`config.mk`:
```
export PLATFORM = sky130hd
export DESIGN_NAME = prm_edge_walk_seq
export DESIGN_NICKNAME = d
export VERILOG_FILES = /design/src/rtl/prm_chk_pkg.sv /design/src/rtl/prm_walk_step.sv /design/src/rtl/prm_edge_walk_seq.sv
export SDC_FILE = /design/constraint.sdc
export NUM_CORES = 1
export LEC_CHECK = 0
export ABC_CLOCK_PERIOD_IN_PS = 3210
export CAP_MARGIN = 25
export CORE_MARGIN = 2
export CORE_UTILIZATION = 45
export DETAILED_ROUTE_END_ITERATION = 8
export GPL_ROUTABILITY_DRIVEN = 0
export MAX_ROUTING_LAYER = met4
export PLACE_DENSITY = 0.82
export SETUP_SLACK_MARGIN = 0.5
export SYNTH_ARGS = -nofsm -noshare
export SYNTH_HDL_FRONTEND = slang
export SYNTH_SLANG_ARGS = --single-unit
```
`constraint.sdc`:
```
create_clock -name clk -period 3.21 [get_ports clk]
set_clock_uncertainty 0.05 [all_clocks]
set_input_delay 0.963 -clock clk [delete_from_list [all_inputs] [get_ports clk]]
set_output_delay 0.963 -clock clk [all_outputs]
set_load 0.02 [all_outputs]
```
`src/rtl/prm_chk_pkg.sv`:
```
// Shared types for the PRM obstacle-check bank and its edge walker.
// A code packs three 5-bit joint fields, j0 in the low bits.
`timescale 1ns/1ps
package prm_chk_pkg;

    localparam int JOINTS = 3;
    localparam int JW     = 5;
    localparam int CODE_W = 15;

    typedef logic [CODE_W-1:0] code_t;
    typedef logic [JW-1:0]     jnt_t;

    typedef enum logic [1:0] {
        ST_IDLE,
        ST_RUN,
        ST_DRAIN,
        ST_DONE
    } walk_state_t;

    function automatic jnt_t field(input code_t c, input int idx);
        return c[idx*JW +: JW];
    endfunction

endpackage

```
`src/rtl/prm_walk_step.sv`:
```
// Next staircase sample: every joint not yet at its target moves one
// step toward it. Pure combinational.
`timescale 1ns/1ps
module prm_walk_step
    import prm_chk_pkg::*;
(
    input  code_t cur,
    input  code_t to,
    output code_t nxt,
    output logic  at_tgt
);

    jnt_t c;
    jnt_t t;

    always_comb begin
        nxt    = cur;
        c      = '0;
        t      = '0;
        for (int j = 0; j < JOINTS; j++) begin
            c = field(cur, j);
            t = field(to, j);
            if (c < t) begin
                nxt[j*JW +: JW] = c + 1'b1;
            end else if (c > t) begin
                nxt[j*JW +: JW] = c - 1'b1;
            end
        end
        at_tgt = (cur == to);
    end

endmodule

```
`src/rtl/prm_edge_walk_seq.sv`:
```
// Edge walker: issues staircase samples to the check bank and folds the
// delayed masks into one verdict. PRM_WALK_EARLY_ABORT_EN stops on first hit.
`timescale 1ns/1ps
module prm_edge_walk_seq
    import prm_chk_pkg::*;
#(
    parameter int NCHK = 16,
    parameter int HW   = $clog2(NCHK)
) (
    input  logic              clk,
    input  logic              rst_n,
    input  logic              req_valid,
    output logic              req_ready,
    input  logic [CODE_W-1:0] req_from,
    input  logic [CODE_W-1:0] req_to,
    output logic [CODE_W-1:0] chk_code,
    output logic              chk_vld,
    input  logic [NCHK-1:0]   chk_mask,
    output logic              res_valid,
    input  logic              res_ready,
    output logic              res_blocked,
    output logic [HW-1:0]     res_hit_idx,
    output logic [4:0]        res_hit_step,
    output logic [5:0]        res_steps
);

    walk_state_t state;
    walk_state_t nstate;

    code_t      cur_q;
    code_t      to_q;
    code_t      nxt;
    logic       at_tgt;
    logic [4:0] step_q;
    logic       eval_vld_q;
    logic [4:0] eval_step_q;
    logic [HW-1:0] hit_low;
    logic       accept;
    logic       first_hit;
    logic       abort;

    prm_walk_step u_step (
        .cur    (cur_q),
        .to     (to_q),
        .nxt    (nxt),
        .at_tgt (at_tgt)
    );

    assign accept    = req_valid & req_ready;
    assign first_hit = eval_vld_q & (|chk_mask) & ~res_blocked;

`ifdef PRM_WALK_EARLY_ABORT_EN
    assign abort = first_hit;
`else
    assign abort = 1'b0;
`endif

    always_comb begin
        hit_low = '0;
        for (int i = NCHK - 1; i >= 0; i--) begin
            if (chk_mask[i]) begin
                hit_low = HW'(i);
            end
        end
    end

    always_ff @(posedge clk or negedge rst_n) begin
        if (!rst_n) begin
            state <= ST_IDLE;
        end else begin
            state <= nstate;
        end
    end

    always_comb begin
        nstate = state;
        unique case (state)
            ST_IDLE:  if (req_valid) nstate = ST_RUN;
            ST_RUN: begin
                if (abort) begin
                    nstate = ST_DONE;
                end else if (at_tgt) begin
                    nstate = ST_DRAIN;
                end
            end
            ST_DRAIN: nstate = ST_DONE;
            ST_DONE:  if (res_ready) nstate = ST_IDLE;
            default:  nstate = ST_IDLE;
        endcase
    end

    always_comb begin
        req_ready = (state == ST_IDLE);
        chk_vld   = (state == ST_RUN);
        res_valid = (state == ST_DONE);
        chk_code  = chk_vld ? cur_q : '0;
    end

    // Masks arrive one cycle behind their sample, so tag evaluation with
    // a delayed valid and step index.
    always_ff @(posedge clk or negedge rst_n) begin
        if (!rst_n) begin
            cur_q        <= '0;
            to_q         <= '0;
            step_q       <= '0;
            eval_vld_q   <= 1'b0;
            eval_step_q  <= '0;
            res_blocked  <= 1'b0;
            res_hit_idx  <= '0;
            res_hit_step <= '0;
            res_steps    <= '0;
        end else begin
            eval_vld_q  <= (state == ST_RUN) & ~abort;
            eval_step_q <= step_q;
            if (accept) begin
                cur_q        <= req_from;
                to_q         <= req_to;
                step_q       <= '0;
                res_blocked  <= 1'b0;
                res_hit_idx  <= '0;
                res_hit_step <= '0;
                res_steps    <= '0;
            end else begin
                if (state == ST_RUN && !at_tgt && !abort) begin
                    cur_q  <= nxt;
                    step_q <= step_q + 1'b1;
                end
                if (eval_vld_q) begin
                    res_steps <= res_steps + 1'b1;
                end
                if (first_hit) begin
                    res_blocked  <= 1'b1;
                    res_hit_idx  <= hit_low;
                    res_hit_step <= eval_step_q;
                end
            end
        end
    end

endmodule

```
# Word-level counts from Yosys, hierarchy flattened

Index checks and enable logic that the tools add are counted.

Logic and storage cells: 90
Input port bits: 50
Flip-flop bits (word level): 59

Eq/ne operators: 7
Order comparisons: 6
Reduce and logical (&&, ||, !) cells: 14
Add/sub/neg operators: 8
Multiplexer cells: 39
Bitwise gates (word level): 4

Operators with widths:

| kind                | count |
|---|---|
| $mux 4              | 18 |
| $mux 5              | 10 |
| $mux 15             | 3 |
| $add 5x1->5 const B | 4 |
| $reduce_or 16->1    | 1 |
| $eq 15x15->1        | 1 |
| $gt 5x5->1          | 3 |
| $lt 5x5->1          | 3 |
| $sub 5x1->5 const B | 3 |
| $mux 6              | 2 |
| $reduce_bool 3->1   | 3 |
| $pmux 2 s4          | 1 |
| $add 6x1->6 const B | 1 |
| $mux 2              | 3 |
| $reduce_and 2->1    | 3 |
| $reduce_bool 2->1   | 3 |
| $eq 2x2->1 const B  | 2 |
| $ne 2x1->1 const B  | 2 |
| $and 1x1->1         | 3 |
| $reduce_and 3->1    | 1 |
| $eq 2x1->1 const B  | 1 |
| $logic_not 2->1     | 1 |
| $mux 1              | 2 |
| $ne 2x2->1 const B  | 1 |
| other kinds (3)     | 3 |

# Depth between registers and ports, before layout

Gate-level depths: netlist (run 1).

Depth in word-level cells: 18
Depth in mapped cells: 13

# Cells and area by module

Synthesis (run 1) repeated with hierarchy kept, for this count alone.

Cells, all modules: 421
Area total of the unflattened synthesis: 3646.0 µm²

By module, submodules not included:

| module            | sequential area each (µm²) | area each (µm²) | instances | cells an instance |
|---|---|---|---|---|
| prm_edge_walk_seq | 1476.4                     | 2723.9          | 1         | 303 |
| prm_walk_step     | 0.0                        | 922.1           | 1         | 118 |

# Least setup slack after synthesis (run 1)

OpenSTA, ideal clock, no wires.

Kind: flip-flop to flip-flop
From: register cur_q[3]
To: register cur_q[4]
Cell stages (with the launch flop): 12
Arrival: 2586 ps
Library setup time: 77 ps
Buffers on the path: 0
Period minus slack after synthesis: 2713 ps
Setup slack: 497 ps
Path through: dfrtp_1 -> ha_1 -> a21oi_1 -> nor2b_1 -> or3_1 -> fa_1 -> a21o_1 -> a21oi_1 -> o311a_1 -> o21ai_0 -> xor2_1 -> a21oi_1

Word-level cells in the longest chain between the ends: 5

Ends and longest elaborated chain:

| element                                      | line                                          | text |
|---|---|---|
| from (decl)                                  | prm_edge_walk_seq.sv:30                       | `code_t cur_q;` |
| from (signal assigned)                       | prm_edge_walk_seq.sv:116                      | `cur_q <= req_from;` |
| from (signal assigned)                       | prm_edge_walk_seq.sv:125                      | `cur_q <= nxt;` |
| $sub 5x1->5 or $eq 15x15->1 (tied branches)  | prm_walk_step.sv:26, prm_walk_step.sv:29      |  |
| $mux 5 or $logic_not 1->1 (tied branches)    | prm_walk_step.sv:25, prm_edge_walk_seq.sv:124 |  |
| $mux 5 or $logic_and 1x1->1 (tied branches)  | prm_walk_step.sv:23, prm_edge_walk_seq.sv:124 |  |
| $mux 15 or $reduce_bool 2->1 (tied branches) | --                                            |  |
| $mux 15 or $reduce_and 2->1 (tied branches)  | --                                            |  |

Several ways; a longest one is shown, not always the timed one. The select of a mux whose other input is x is not followed.
A chain may end at the register's enable or synchronous reset.

# Worst setup path after layout (run 1)

From: register to_q[3]
To: register cur_q[4]

Word-level cells in the longest chain between the ends: 5

Ends and longest elaborated chain:

| element                                                            | line                     | text |
|---|---|---|
| from (decl)                                                        | prm_edge_walk_seq.sv:31  | `code_t to_q;` |
| from (signal assigned)                                             | prm_edge_walk_seq.sv:117 | `to_q <= req_to;` |
| parallel branches: the longest is 5 deep, another holds $lt 5x5->1 | --                       |  |

Parallel ways; which one is timed is not known. The select of a mux whose other input is x is not followed.

==> impl_table.tex, run 1 <==
\begin{tabular}{lr}
\hline
Metric & Value \\
\hline
\multicolumn{2}{l}{\textbf{Final layout}} \\
Antenna cell count & 0 \\
Share of cells above drive strength 1 & 20.1\% \\
Net count of the finished layout & 561 \\
Area added between synthesis and finish & 43.8\% \\
Post-Layout Inst Area & 5020 um\^{}2 \\
Finished Core Util & 66.0\% \\
Fill cell instance count of the final layout & 587 \\
Post-route non-filler standard cell count & 585 \\
\multicolumn{2}{l}{\textbf{Worst setup path}} \\
Largest driver fanout on the critical path & 3 \\
Worst reg2reg path startpoint & to\_q[3]\$\_DFFE\_PN0P\_ \\
R2R Setup Slk & 0.41 ns \\
Data required, critical path & 3.38 ns \\
Timing startpoint of the critical path & to\_q[3]\$\_DFFE\_PN0P\_ \\
Crit path DAT & 2.96 ns \\
Type of the worst setup path & flop to flop \\
Capturing element type of the critical path & flop \\
CP startpoint kind & flop \\
\multicolumn{2}{l}{\textbf{CTS}} \\
Inserted Clock Buffers & 9 \\
Library cell used as clock root buffer & sky130\_fd\_sc\_hd\_\_clkbuf\_8 \\
Maximum clock insertion buffer count & 2 \\
Max H-tree Level & 3 \\
Cts-stage hold buffer count & 0 \\
Worst-skew pair later-pin latency & 0.34 ns \\
TritonCTS Sinks & 59 \\
CTS clock-pin slew for the worst setup and hold paths & 0.07 ns \\
Clock tree from TritonCTS & yes \\
\multicolumn{2}{l}{\textbf{Synthesis}} \\
Combinational family with the most area after synthesis & simple AND/OR/NAND/NOR gates \\
Sequential element share of the synthesized area & 42.3\% \\
Net count of the mapped netlist & 456 \\
Cell type with the highest aggregate area in the netlist & sky130\_fd\_sc\_hd\_\_dfrtp\_1 \\
Synthesized-area fraction occupied by ao, oa, aoi and oai cells & 14.8\% \\
Post-synth EDFFs & 0 \\
Post-Synth Adder-Cell Area & 12.5\% \\
Post-Syn Area per Cell & 9.36 um\^{}2 \\
Mux share of post-synthesis cell area & 3.80\% \\
Most area-consuming cells after synthesis & sky130\_fd\_sc\_hd\_\_dfrtp\_1 (42\%), sky130\_fd\_sc\_hd\_\_ha\_1 (11\%), sky130\_fd\_sc\_hd\_\_nand2\_1 (5.9\%) \\
Post-synth design cell area & 3490 um\^{}2 \\
Number of warnings issued by yosys & 0 \\
Post-synthesis share of cell area spent on xor and xnor gates & 5.02\% \\
Share of the synthesized area in the top cell type & 42.3\% \\
Count of cell types in the netlist & 48 \\
Post-synth top flop & sky130\_fd\_sc\_hd\_\_dfrtp\_1 \\
Number of instances in the synthesized netlist & 373 \\
Seq cells post-synth & 59 \\
Proportion of register bits with asynchronous set or reset after synthesis & 100\% \\
Simple-gate portion of the synthesized area & 17.1\% \\
\multicolumn{2}{l}{\textbf{Pwr}} \\
Part of the power in combinational logic & 64.7\% \\
Largest voltage drop on the vdd net & 0.657 mV \\
Internal power consumption & 3.45 mW \\
Portion of total power attributed to the clock network & 12.7\% \\
Power density over the cells & 1180 nW/um\^{}2 \\
Reported leakage power & 2.23 nW \\
Sw Share & 41.9\% \\
Tot Pwr & 5.93 mW \\
Net Switching & 2.49 mW \\
Part of the power in registers & 22.6\% \\
\multicolumn{2}{l}{\textbf{GRT}} \\
Maximum number of pins on one net before global-route repair & 44 \\
Initial antenna violation count & 0 \\
Via count of the first global-routing pass & 3068 \\
Total routing usage reported by global routing & 21.2\% \\
First-pass GRT wire length & 13.9 mm \\
Remaining Overflow, GRT & 0 \\
\multicolumn{2}{l}{\textbf{Timing}} \\
Number of endpoints with negative hold slack in the final report & 0 \\
Fin. max-slew vios & 0 \\
Worst slew margin relative to its limit & 49.0\% \\
Fmax & 0.358 GHz \\
Time the worst path needs with I/O delays and setup & 2.80 ns \\
Sum Neg Setup Slack & 0 ns \\
Post-route clock period utilization & 87.1\% \\
Transition time at the pin with the least slew margin & 0.764 ns \\
Setup-violating endpoint count in the final report & 0 \\
Worst Hold Margin & 0.377 ns \\
Setup repair after global routing missed its margin & true \\
Final worst-path setup slack & 0.414 ns \\
\multicolumn{2}{l}{\textbf{Worst hold path}} \\
Startpoint of the worst hold path & step\_q[3]\$\_DFFE\_PN0P\_ \\
Path category of the worst min-delay check & flop to flop \\
\multicolumn{2}{l}{\textbf{Placement}} \\
Placed cell count & 551 \\
Cell area after placement & 4450 um\^{}2 \\
Detailed-placement wirelength estimate & 5.86 mm \\
Pre-CTS setup slack & 0.268 ns \\
IO Port Bufs & 83 \\
\multicolumn{2}{l}{\textbf{Drt}} \\
Antenna-violating nets left & 0 \\
Total number of vias & 3063 \\
Final Routed Wirelength & 8.59 mm \\
WL per Instance & 14.7 um \\
Number of search-and-repair iterations in the first detailed-routing pass & 4 \\
DRC errors left & 0 \\
Initial detailed-routing violation count & 84 \\
DR vias/cell & 5.24 \\
\multicolumn{2}{l}{\textbf{Die}} \\
Effective utilization at floorplan & 45.9\% \\
Ports placed on the boundary & 84 \\
Number of rows created at floorplan & 32 \\
Die area & 8480 um\^{}2 \\
Die height & 92.1 um \\
Horiz. Die Dim & 92.1 um \\
Floorplan Core Area & 7610 um\^{}2 \\
\multicolumn{2}{l}{\textbf{Run}} \\
Maximum capacitance violations & 0 \\
\multicolumn{2}{l}{\textbf{Status}} \\
Run status & finished clean \\
\hline
\end{tabular}
-- final timing paths --
check | endpoint | cells after the start
setup / recovery | cur_q[4]$_DFFE_PN0P_ | 12
hold / removal | eval_step_q[3]$_DFF_PN0_ | 0
setup reg to reg | cur_q[4]$_DFFE_PN0P_ | 12
hold reg to reg | eval_step_q[3]$_DFF_PN0_ | 0
max in group asynchronous | cur_q[12]$_DFFE_PN0P_ | 2
min in group asynchronous | to_q[9]$_DFFE_PN0P_ | 1
-- power by group through the flow --
stage | Combinational, mW | Clock [mW] | Sequential, mW
floorplan | 2.22 | 0 | 1.33
finish | 3.84 | 0.753 | 1.34
CTS | 3.56 | 0.762 | 1.33
detailed placement | 3.10 | 0 | 1.33
global placement | 2.96 | 0 | 1.32
global route | 4.23 | 0.796 | 1.38
-- cell usage in the layout (no fill, tap or decap), types with 4 or more instances in the layout --
cell type                         netlist  layout
sky130_fd_sc_hd__a21oi_2                0       4
sky130_fd_sc_hd__xnor2_1               10      10
sky130_fd_sc_hd__dfrtp_1               59      53
sky130_fd_sc_hd__dfrtp_2                0       6
sky130_fd_sc_hd__clkdlybuf4s50_1        0      65
sky130_fd_sc_hd__o21ai_0               29      26
sky130_fd_sc_hd__clkdlybuf4s15_2        0      11
sky130_fd_sc_hd__a21oi_1               24      19
sky130_fd_sc_hd__inv_1                 28      25
sky130_fd_sc_hd__a21o_1                 6       6
sky130_fd_sc_hd__ha_4                   0      11
sky130_fd_sc_hd__ha_1                  30      19
sky130_fd_sc_hd__clkbuf_8               0       9
sky130_fd_sc_hd__and2_1                16      15
sky130_fd_sc_hd__nor4_1                 7       6
sky130_fd_sc_hd__buf_4                  0      22
sky130_fd_sc_hd__o21ai_1                2       5
sky130_fd_sc_hd__nand2_1               55      54
sky130_fd_sc_hd__xor2_1                10      10
sky130_fd_sc_hd__mux2i_1               11      11
sky130_fd_sc_hd__nand4_1                5       5
sky130_fd_sc_hd__nor2_1                19      19
-- layer usage --
metal	part of all wire [%]	vias to the layer above	global-route usage, %
li1	-	1490	-
met1	43	1472	26.3
met2	51	85	35.2
met3	5.0	16	4.77
met4	1.2	0	6.09
met5	0	-	-
-- final cells by class --
cell class	instances	area [um^2]	area share, %
well taps	102	128	2.54
clock inverters	7	100	1.99
repair buffers	107	1020	20.4
inverters	28	105	2.09
flip-flops and latches	59	1480	29.6
multi-input cells	273	2060	41.0
clock buffers	9	124	2.47
-- cells in the mapped netlist (9+ instances only) --
cell type	n
sky130_fd_sc_hd__mux2i_1	11
sky130_fd_sc_hd__inv_1	28
sky130_fd_sc_hd__xnor2_1	10
sky130_fd_sc_hd__xor2_1	10
sky130_fd_sc_hd__a21oi_1	24
sky130_fd_sc_hd__and2_1	16
sky130_fd_sc_hd__o21ai_0	29
sky130_fd_sc_hd__dfrtp_1	59
sky130_fd_sc_hd__clkbuf_1	9
sky130_fd_sc_hd__nand2_1	55
sky130_fd_sc_hd__ha_1	30
sky130_fd_sc_hd__nor2_1	19
-- state kept, by name (all words and copies together) (netlist names) --
| name | count |
|---|---|
| to_q | 15 |
| cur_q | 15 |
| eval_step_q | 5 |
| res_blocked | 1 |
| res_hit_step | 5 |
| step_q | 5 |
| eval_vld_q | 1 |
| res_hit_idx | 4 |
| res_steps | 6 |
| state | 2 |
-- worst max-delay path: stages (launching register included) --
cell	delay, ns
sky130_fd_sc_hd__dfrtp_1	0.39
sky130_fd_sc_hd__inv_2	0.08
sky130_fd_sc_hd__ha_4	0.22
sky130_fd_sc_hd__a21oi_4	0.14
sky130_fd_sc_hd__nor2b_2	0.06
sky130_fd_sc_hd__or3_4	0.42
sky130_fd_sc_hd__fa_2	0.39
sky130_fd_sc_hd__a21o_1	0.19
sky130_fd_sc_hd__a21oi_2	0.16
sky130_fd_sc_hd__o311a_1	0.20
sky130_fd_sc_hd__o21ai_1	0.10
sky130_fd_sc_hd__xor2_1	0.19
sky130_fd_sc_hd__a21oi_1	0.09
-- cell families after synthesis --
| logic type | Yosys count |
|---|---|
| muxes | 13 |
| buffers and inverters | 41 |
| AOI/OAI and AO/OA | 82 |
| and+or+nand+nor | 125 |
| adders and majority gates | 33 |
| xor gates and xnor gates | 20 |
| DFF | 59 |
-- what timing repair did --
action / 4_1_cts / 5_1_grt
resized for setup: 66 / 20
hold endpoints to repair: 0 / 0
endpoints found under the setup margin: 20 / 20
setup buffers: 11 / 6
cloned: 1 / 0
pin swaps: 13 / 8
Note: power is estimated with default switching activity, not from simulation.
==> run 2, diff against run 1 <==
--- a/config.mk
+++ b/config.mk
@@ -5,7 +5,6 @@
 export SDC_FILE = /design/constraint.sdc
 export NUM_CORES = 1
 export LEC_CHECK = 0
-export ABC_CLOCK_PERIOD_IN_PS = 3210
 export CAP_MARGIN = 25
 export CORE_MARGIN = 2
 export CORE_UTILIZATION = 45
@@ -17,3 +16,4 @@
 export SYNTH_ARGS = -nofsm -noshare
 export SYNTH_HDL_FRONTEND = slang
 export SYNTH_SLANG_ARGS = --single-unit
+export TNS_END_PERCENT = 100
==> results of run 2 <==
Same layout as run 1: the final DEF is identical, and so are final timing and power.
